$ cat src/rtl/lsu_pkg.sv
// Shared types and constants for the load/store unit: FSM states,
// RISC-V size/sign funct3 codes and fault cause encodings.
package lsu_pkg;

  typedef enum logic [1:0] {
    IDLE = 2'd0,
    BUS  = 2'd1,
    DONE = 2'd2
  } lsu_state_t;

  localparam logic [2:0] F3_B  = 3'd0;
  localparam logic [2:0] F3_H  = 3'd1;
  localparam logic [2:0] F3_W  = 3'd2;
  localparam logic [2:0] F3_BU = 3'd4;
  localparam logic [2:0] F3_HU = 3'd5;

  localparam logic [1:0] CAUSE_NONE     = 2'b00;
  localparam logic [1:0] CAUSE_MISALIGN = 2'b01;
  localparam logic [1:0] CAUSE_TIMEOUT  = 2'b10;
  localparam logic [1:0] CAUSE_ILLEGAL  = 2'b11;

endpackage

$ cat src/rtl/lsu_align.sv
// Combinational lane steering: builds byte strobes and replicated store data,
// extracts and extends load data, and flags illegal or misaligned accesses.
module lsu_align
  import lsu_pkg::*;
(
  input  logic        we,
  input  logic [2:0]  funct3,
  input  logic [1:0]  offset,
  input  logic [31:0] wdata_in,
  input  logic [31:0] rdata_raw,
  output logic [3:0]  wstrb,
  output logic [31:0] wdata,
  output logic [31:0] rdata_ext,
  output logic        misaligned,
  output logic        illegal
);

  logic [31:0] shifted;

  always_comb begin
    wstrb      = 4'b0000;
    wdata      = '0;
    rdata_ext  = '0;
    illegal    = 1'b0;
    misaligned = 1'b0;
    shifted    = rdata_raw >> {offset, 3'b000};

    if (we) begin
      case (funct3)
        F3_B: begin
          wstrb = 4'b0001 << offset;
          wdata = {4{wdata_in[7:0]}};
        end
        F3_H: begin
          wstrb = 4'b0011 << offset;
          wdata = {2{wdata_in[15:0]}};
        end
        F3_W: begin
          wstrb = 4'b1111;
          wdata = wdata_in;
        end
        default: illegal = 1'b1;
      endcase
    end else begin
      case (funct3)
        F3_B:    rdata_ext = {{24{shifted[7]}}, shifted[7:0]};
        F3_H:    rdata_ext = {{16{shifted[15]}}, shifted[15:0]};
        F3_W:    rdata_ext = shifted;
        F3_BU:   rdata_ext = {24'd0, shifted[7:0]};
        F3_HU:   rdata_ext = {16'd0, shifted[15:0]};
        default: illegal = 1'b1;
      endcase
    end

    // Illegal codes take priority, so only legal sizes are alignment-checked.
    if (!illegal) begin
      case (funct3)
        F3_H, F3_HU: misaligned = offset[0];
        F3_W:        misaligned = (offset != 2'b00);
        default:     misaligned = 1'b0;
      endcase
    end
  end

endmodule

$ cat src/rtl/load_store_unit.sv
// Turns datapath loads/stores into word-aligned valid/ready bus transactions,
// stalling the core until each access completes, faults or times out.
module load_store_unit
  import lsu_pkg::*;
#(
  parameter int XLEN     = 32,
  parameter int MAX_WAIT = 16
) (
  input  logic            clk,
  input  logic            reset,
  input  logic            req_valid,
  input  logic            req_we,
  input  logic [2:0]      req_funct3,
  input  logic [XLEN-1:0] req_addr,
  input  logic [XLEN-1:0] req_wdata,
  output logic            stall,
  output logic            done,
  output logic [XLEN-1:0] rdata,
  output logic            fault,
  output logic [1:0]      fault_cause,
  output logic            mem_valid,
  input  logic            mem_ready,
  output logic            mem_we,
  output logic [XLEN-1:0] mem_addr,
  output logic [3:0]      mem_wstrb,
  output logic [XLEN-1:0] mem_wdata,
  input  logic [XLEN-1:0] mem_rdata
);

  localparam logic [7:0] WAIT_LAST = 8'(MAX_WAIT - 1);

  lsu_state_t      state, state_next;
  logic [7:0]      cnt, cnt_next;
  logic [1:0]      cause_q, cause_next;
  logic [2:0]      f3_q, f3_next;
  logic [1:0]      off_q, off_next;
  logic            we_next;
  logic [XLEN-1:0] addr_next, wdata_next, rdata_next;
  logic [3:0]      wstrb_next;

  logic [2:0]      align_f3;
  logic [1:0]      align_off;
  logic            align_we;
  logic [3:0]      align_wstrb;
  logic [XLEN-1:0] align_wdata, align_rdata;
  logic            align_misaligned, align_illegal;

  // Decode live request fields while idle, latched fields once on the bus.
  assign align_f3  = (state == IDLE) ? req_funct3    : f3_q;
  assign align_off = (state == IDLE) ? req_addr[1:0] : off_q;
  assign align_we  = (state == IDLE) ? req_we        : mem_we;

  lsu_align u_align (
    .we         (align_we),
    .funct3     (align_f3),
    .offset     (align_off),
    .wdata_in   (req_wdata),
    .rdata_raw  (mem_rdata),
    .wstrb      (align_wstrb),
    .wdata      (align_wdata),
    .rdata_ext  (align_rdata),
    .misaligned (align_misaligned),
    .illegal    (align_illegal)
  );

  assign stall       = req_valid && (state != DONE);
  assign mem_valid   = (state == BUS);
  assign done        = (state == DONE);
  assign fault_cause = (state == DONE) ? cause_q : CAUSE_NONE;
  assign fault       = (state == DONE) && (cause_q != CAUSE_NONE);

  always_ff @(posedge clk) begin
    if (reset) begin
      state     <= IDLE;
      cnt       <= '0;
      cause_q   <= CAUSE_NONE;
      f3_q      <= '0;
      off_q     <= '0;
      mem_we    <= 1'b0;
      mem_addr  <= '0;
      mem_wstrb <= '0;
      mem_wdata <= '0;
      rdata     <= '0;
    end else begin
      state     <= state_next;
      cnt       <= cnt_next;
      cause_q   <= cause_next;
      f3_q      <= f3_next;
      off_q     <= off_next;
      mem_we    <= we_next;
      mem_addr  <= addr_next;
      mem_wstrb <= wstrb_next;
      mem_wdata <= wdata_next;
      rdata     <= rdata_next;
    end
  end

  always_comb begin
    state_next = state;
    cnt_next   = cnt;
    cause_next = cause_q;
    f3_next    = f3_q;
    off_next   = off_q;
    we_next    = mem_we;
    addr_next  = mem_addr;
    wstrb_next = mem_wstrb;
    wdata_next = mem_wdata;
    rdata_next = rdata;

    case (state)
      IDLE: begin
        cnt_next = '0;
        if (req_valid) begin
          state_next = DONE;
          if (align_illegal) begin
            cause_next = CAUSE_ILLEGAL;
          end else if (align_misaligned) begin
            cause_next = CAUSE_MISALIGN;
          end else begin
            cause_next = CAUSE_NONE;
            f3_next    = req_funct3;
            off_next   = req_addr[1:0];
            we_next    = req_we;
            addr_next  = {req_addr[XLEN-1:2], 2'b00};
            wstrb_next = align_wstrb;
            wdata_next = align_wdata;
            state_next = BUS;
          end
        end
      end
      BUS: begin
        if (mem_ready) begin
          if (!mem_we) rdata_next = align_rdata;
          cnt_next   = '0;
          state_next = DONE;
        end else if (cnt == WAIT_LAST) begin
          // Last permitted wait cycle expired: abandon the access.
          rdata_next = '0;
          cause_next = CAUSE_TIMEOUT;
          cnt_next   = '0;
          state_next = DONE;
        end else begin
          cnt_next = cnt + 8'd1;
        end
      end
      DONE:    state_next = IDLE;
      default: state_next = IDLE;
    endcase
  end

endmodule

$ cat config.mk
export PLATFORM = sky130hd
export DESIGN_NAME = load_store_unit
export DESIGN_NICKNAME = d
export VERILOG_FILES = /design/src/rtl/lsu_pkg.sv /design/src/rtl/lsu_align.sv /design/src/rtl/load_store_unit.sv
export SDC_FILE = /design/constraint.sdc
export NUM_CORES = 1
export LEC_CHECK = 0
export CAP_MARGIN = 20
export CELL_PAD_IN_SITES_DETAIL_PLACEMENT = 0
export CELL_PAD_IN_SITES_GLOBAL_PLACEMENT = 2
export CORE_MARGIN = 5
export CORE_UTILIZATION = 25
export CTS_CLUSTER_DIAMETER = 50
export CTS_CLUSTER_SIZE = 20
export DETAILED_ROUTE_END_ITERATION = 8
export GPL_TIMING_DRIVEN = 0
export PLACE_DENSITY_LB_ADDON = 0.05
export RECOVER_POWER = 50
export SLEW_MARGIN = 20
export SYNTH_ARGS = -nofsm -noshare
export SYNTH_HDL_FRONTEND = slang
export SYNTH_SLANG_ARGS = --single-unit
$ cat constraint.sdc
create_clock -name clk -period 2.95 [get_ports clk]
set_clock_uncertainty 0.15 [all_clocks]
set_input_delay 0.295 -clock clk [delete_from_list [all_inputs] [get_ports clk]]
set_output_delay 0.295 -clock clk [all_outputs]
set_load 0.02 [all_outputs]
==> PnR_summary.wiki, run 1 <==
{| class="wikitable"
! Metric !! Value
|-
| Run status || completed
|-
| Crit path buf inv count || 3
|-
| Max FO, Critical Path || 10
|-
| Avg Vias per Cell || 5.03
|-
| Hold path cells || 1
|-
| All-layer global routing usage || 17.2%
|-
| Final count of pins violating max slew || 0
|-
| Startpoint of the worst hold path || mem_wdata[25]
|-
| Critical path class || reg2reg
|-
| CP dominant cell by count || sky130_fd_sc_hd__buf_2
|-
| DRT antenna net count || 0
|-
| GPL Wtd Cong || 0.739
|-
| CP max stage cell || sky130_fd_sc_hd__dfxtp_1
|-
| Number of flops mapped to enable cells by yosys || 0
|-
| Cells taking the most area after synthesis || sky130_fd_sc_hd__dfxtp_1 (42%), sky130_fd_sc_hd__nand4b_1 (5.6%), sky130_fd_sc_hd__o2bb2ai_1 (5.4%), sky130_fd_sc_hd__a22oi_1 (4.8%), sky130_fd_sc_hd__nand2b_1 (4.6%)
|-
| Data arrival time at the worst-slack endpoint || 2900 ps
|-
| Antenna violations before repair || 1
|-
| Seq cells post-synth || 116
|-
| Critical Path RT || 3070 ps
|-
| Endpoint of the worst hold path || mem_wdata[25]
|-
| Worst reg-to-reg path cell count || 9
|-
| Gate count after technology mapping || 597
|-
| Setup slack on the worst flop-to-flop path || 170 ps
|-
| Worst-case headroom to the max-slew limit || 51.9%
|-
| Startpoint of the worst-slack reg-to-reg timing path || state[0]
|-
| Total vias in the final route || 5638
|-
| Sequential-to-total area share from yosys stat || 42.5%
|-
| Number of buffers added to fix hold violations after cts || 0
|-
| Dominant register cell in the synthesized netlist || sky130_fd_sc_hd__dfxtp_1
|-
| Area Overhead vs Synth || 56.8%
|-
| Area fraction in compound gates after synthesis || 26.9%
|-
| Clock sink count || 116
|-
| Xor/xnor cell area share of the yosys netlist || 0.641%
|-
| Vias in the first global route || 5712
|-
| Final antenna diode count || 0
|-
| Critical path cell sequence || nor2_1, buf_2, a21o_1, buf_2, mux2i_1, a22oi_1, a22oi_2, buf_2, a211oi_1
|-
| Port Buffer Count || 207
|-
| TritonCTS clock tree || yes
|-
| Buffer depth of the longest clock path || 2
|-
| Root buffer cell || sky130_fd_sc_hd__clkbuf_16
|-
| Dominant combinational cell family by area after synthesis || compound AO/OA/AOI/OAI gates
|-
| DRT Wirelength || 22000 µm
|-
| Latest clock arrival within the worst-skew pair || 410 ps
|-
| Async SR Flop Fraction || 0%
|-
| Worst hold slack || 310 ps
|-
| Average instance area after synthesis || 9.15 µm²
|-
| Share of synthesized area spent on multiplexers || 4.51%
|-
| CP top delay family || buffers and inverters
|-
| Final total power || 7240 µW
|-
| Max cap viols || 0
|-
| Critical Path End Type || register
|-
| Post-route clock period utilization || 94.1%
|-
| Most frequent cells in the layout || sky130_fd_sc_hd__dfxtp_1 (116), sky130_fd_sc_hd__clkdlybuf4s50_1 (107), sky130_fd_sc_hd__dlygate4sd3_1 (100)
|-
| Aggregate global routing overflow || 0
|-
| Largest net degree at the start of global routing || 17
|-
| First-pass GRT wire length || 33200 µm
|-
| Post-synthesis share of cell area spent on and, or, nand and nor gates || 19.6%
|-
| Area of the die || 0.0249 mm²
|-
| Lkg Pwr || 0.00328 µW
|-
| Area of combinational cells with multiple inputs || 0.00289 mm²
|-
| Max VDD drop || 0.459 mV
|-
| # fillers || 2187
|-
| H-tree depth reported by CTS || 4
|-
| Achievable clock frequency || 0.360 GHz
|-
| Net count of the finished layout || 932
|-
| Number of clock buffers inserted by TritonCTS || 17
|-
| Pwr/cell area || 845 mW/mm²
|-
| Capturing point of the worst reg2reg path || rdata[20]
|-
| Count of warnings emitted by yosys || 0
|-
| Setup ws final || 173 ps
|-
| Final setup violating endpoints || 0
|-
| Drc violations || 0
|-
| Post-synth design cell area || 0.00547 mm²
|-
| Cell accounting for the most synthesized area || sky130_fd_sc_hd__dfxtp_1
|-
| Die Span X || 158 µm
|-
| Adder and majority gate portion of the synthesized area || 0.229%
|-
| Y dimension of the die || 158 µm
|-
| Worst min-delay path class || reg2reg
|-
| Final Hold Viols || 0
|-
| CP startpoint kind || register
|-
| Max incr delay on CP || 360 ps
|-
| Area of all sequential standard cells || 0.00232 mm²
|-
| Number of design-rule violations left by the first detailed-router iteration || 253
|-
| Post-synth top area share || 42.5%
|-
| Synth cell types || 52
|-
| Placeable core area || 0.0217 mm²
|-
| Min Tclk post-route || 2780 ps
|-
| Layout cell share with drive strength beyond 1 || 9.29%
|-
| Initial DRT Pass Iterations || 6
|-
| Number of placed I/O pins || 211
|-
| Routed wire length per instance || 19.7 µm
|-
| Most frequent standard cell in the layout excluding fill and tap cells || sky130_fd_sc_hd__dfxtp_1
|-
| Number of rows in the core area || 54
|-
| Clock slew at reported path FFs || 60 ps
|-
| Detail Placement HPWL || 16800 µm
|-
| Tightest Pin Transition || 722 ps
|-
| Initial core utilization || 25.2%
|-
| Worst slack, placed || -584 ps
|}
-- through the flow --
| step | utilization, % | setup TNS, ps | area, µm² | std cells |
|---|---|---|---|---|
| 3_3_place_gp | 36.4 | -21220 | 7890 | 1085 |
| 4_1_cts | 39.2 | 0 | 8490 | 1116 |
| 5_1_grt | 39.5 | -11.1 | 8570 | 1120 |
| 2_1_floorplan | - | 0 | 5470 | 598 |
| 6_report | 39.5 | 0 | 8570 | 1120 |
| 3_5_place_dp | 36.4 | -23540 | 7890 | 1085 |
-- metal layers --
| layer | vias to the layer above | routed length [µm] | track usage [%] |
|---|---|---|---|
| met4 | 2 | 210 | 3.73 |
| met2 | 199 | 10300 | 27.9 |
| li1 | 2707 | - | - |
| met3 | 17 | 1500 | 4.78 |
| met1 | 2713 | 10000 | 22.9 |
| met5 | - | 7 | 0 |
-- worst max path at each step --
stage / start / to / slack, ps / cells past startpoint
after CTS: state[0] / mem_wdata[21] / 2 / 8
final: state[0] / rdata[20] / 170 / 9
after global routing: state[0] / rdata[28] / -4 / 9
after global placement: req_funct3[2] / rdata[21] / -560 / 8
after detailed placement: req_funct3[2] / rdata[20] / -580 / 8
after floorplan: state[0] / mem_addr[15] / 470 / 8
-- cell usage after synthesis, types with 2 or more instances --
library cell,number
sky130_fd_sc_hd__a211oi_1,17
sky130_fd_sc_hd__a21boi_2,2
sky130_fd_sc_hd__a21oi_1,43
sky130_fd_sc_hd__a222oi_1,3
sky130_fd_sc_hd__a22oi_1,35
sky130_fd_sc_hd__a2bb2oi_1,8
sky130_fd_sc_hd__a32o_1,8
sky130_fd_sc_hd__a32oi_1,7
sky130_fd_sc_hd__and2_1,6
sky130_fd_sc_hd__and3b_1,2
sky130_fd_sc_hd__buf_1,2
sky130_fd_sc_hd__buf_2,8
sky130_fd_sc_hd__buf_4,5
sky130_fd_sc_hd__buf_6,7
sky130_fd_sc_hd__clkbuf_1,31
sky130_fd_sc_hd__dfxtp_1,116
sky130_fd_sc_hd__mux2_2,2
sky130_fd_sc_hd__mux2i_1,21
sky130_fd_sc_hd__nand2_1,42
sky130_fd_sc_hd__nand2b_1,40
sky130_fd_sc_hd__nand3_1,11
sky130_fd_sc_hd__nand4_1,2
sky130_fd_sc_hd__nand4b_1,35
sky130_fd_sc_hd__nor2_1,28
sky130_fd_sc_hd__nor2b_1,5
sky130_fd_sc_hd__nor3_1,6
sky130_fd_sc_hd__o21a_1,3
sky130_fd_sc_hd__o21ai_0,36
sky130_fd_sc_hd__o21ai_1,6
sky130_fd_sc_hd__o2bb2ai_1,34
sky130_fd_sc_hd__o31a_1,2
sky130_fd_sc_hd__xor2_1,4
-- power breakdown --
group	switching, µW	leakage [µW]	total (µW)	internal, µW
Combinational	1940	0.00206	3210	1270
Clock	776	0.000274	2060	1290
Sequential	151	0.000940	1970	1820
-- area by class of cell --
class	instances	share of cell area (%)
buffer	54	3.56
clock inverter	12	1.52
sequential	116	27.1
timing repair buffer	211	24.7
inverter	1	0.0438
multi-input combinational	426	33.7
tap	280	4.09
clock buffer	20	5.33
-- registers in the layout, summed over array words and instances, names as in the netlist --
signal	cells
mem_wstrb	4
mem_wdata	32
cause_q	2
mem_we	1
mem_addr	30
f3_q	3
cnt	8
rdata	32
off_q	2
state	2
-- logic make-up (layout without fill, tap and decap cells) --
kind of cell | count (synthesis) | after routing
AO/OA/AOI/OAI | 210 | 210
AND/OR/NAND/NOR | 185 | 185
flip-flops | 116 | 116
buffers and inverters | 56 | 298
multiplexers | 24 | 24
XOR/XNOR | 4 | 4
adder cells (fa/ha/maj) | 1 | 1
other | 1 | 2
-- timing repair --
item	CTS	global route
setup buffers	0	4
resized for setup	4	18
pin swaps	0	1
setup endpoints to repair	81	102
Note: power is estimated with default switching activity, not from simulation.
==> inputs of run 2 (changes only) <==
CAP_MARGIN = unset   (was 20)
==> results of run 2 <==
Same layout as run 1: the final DEF is identical, and so are final timing and power.
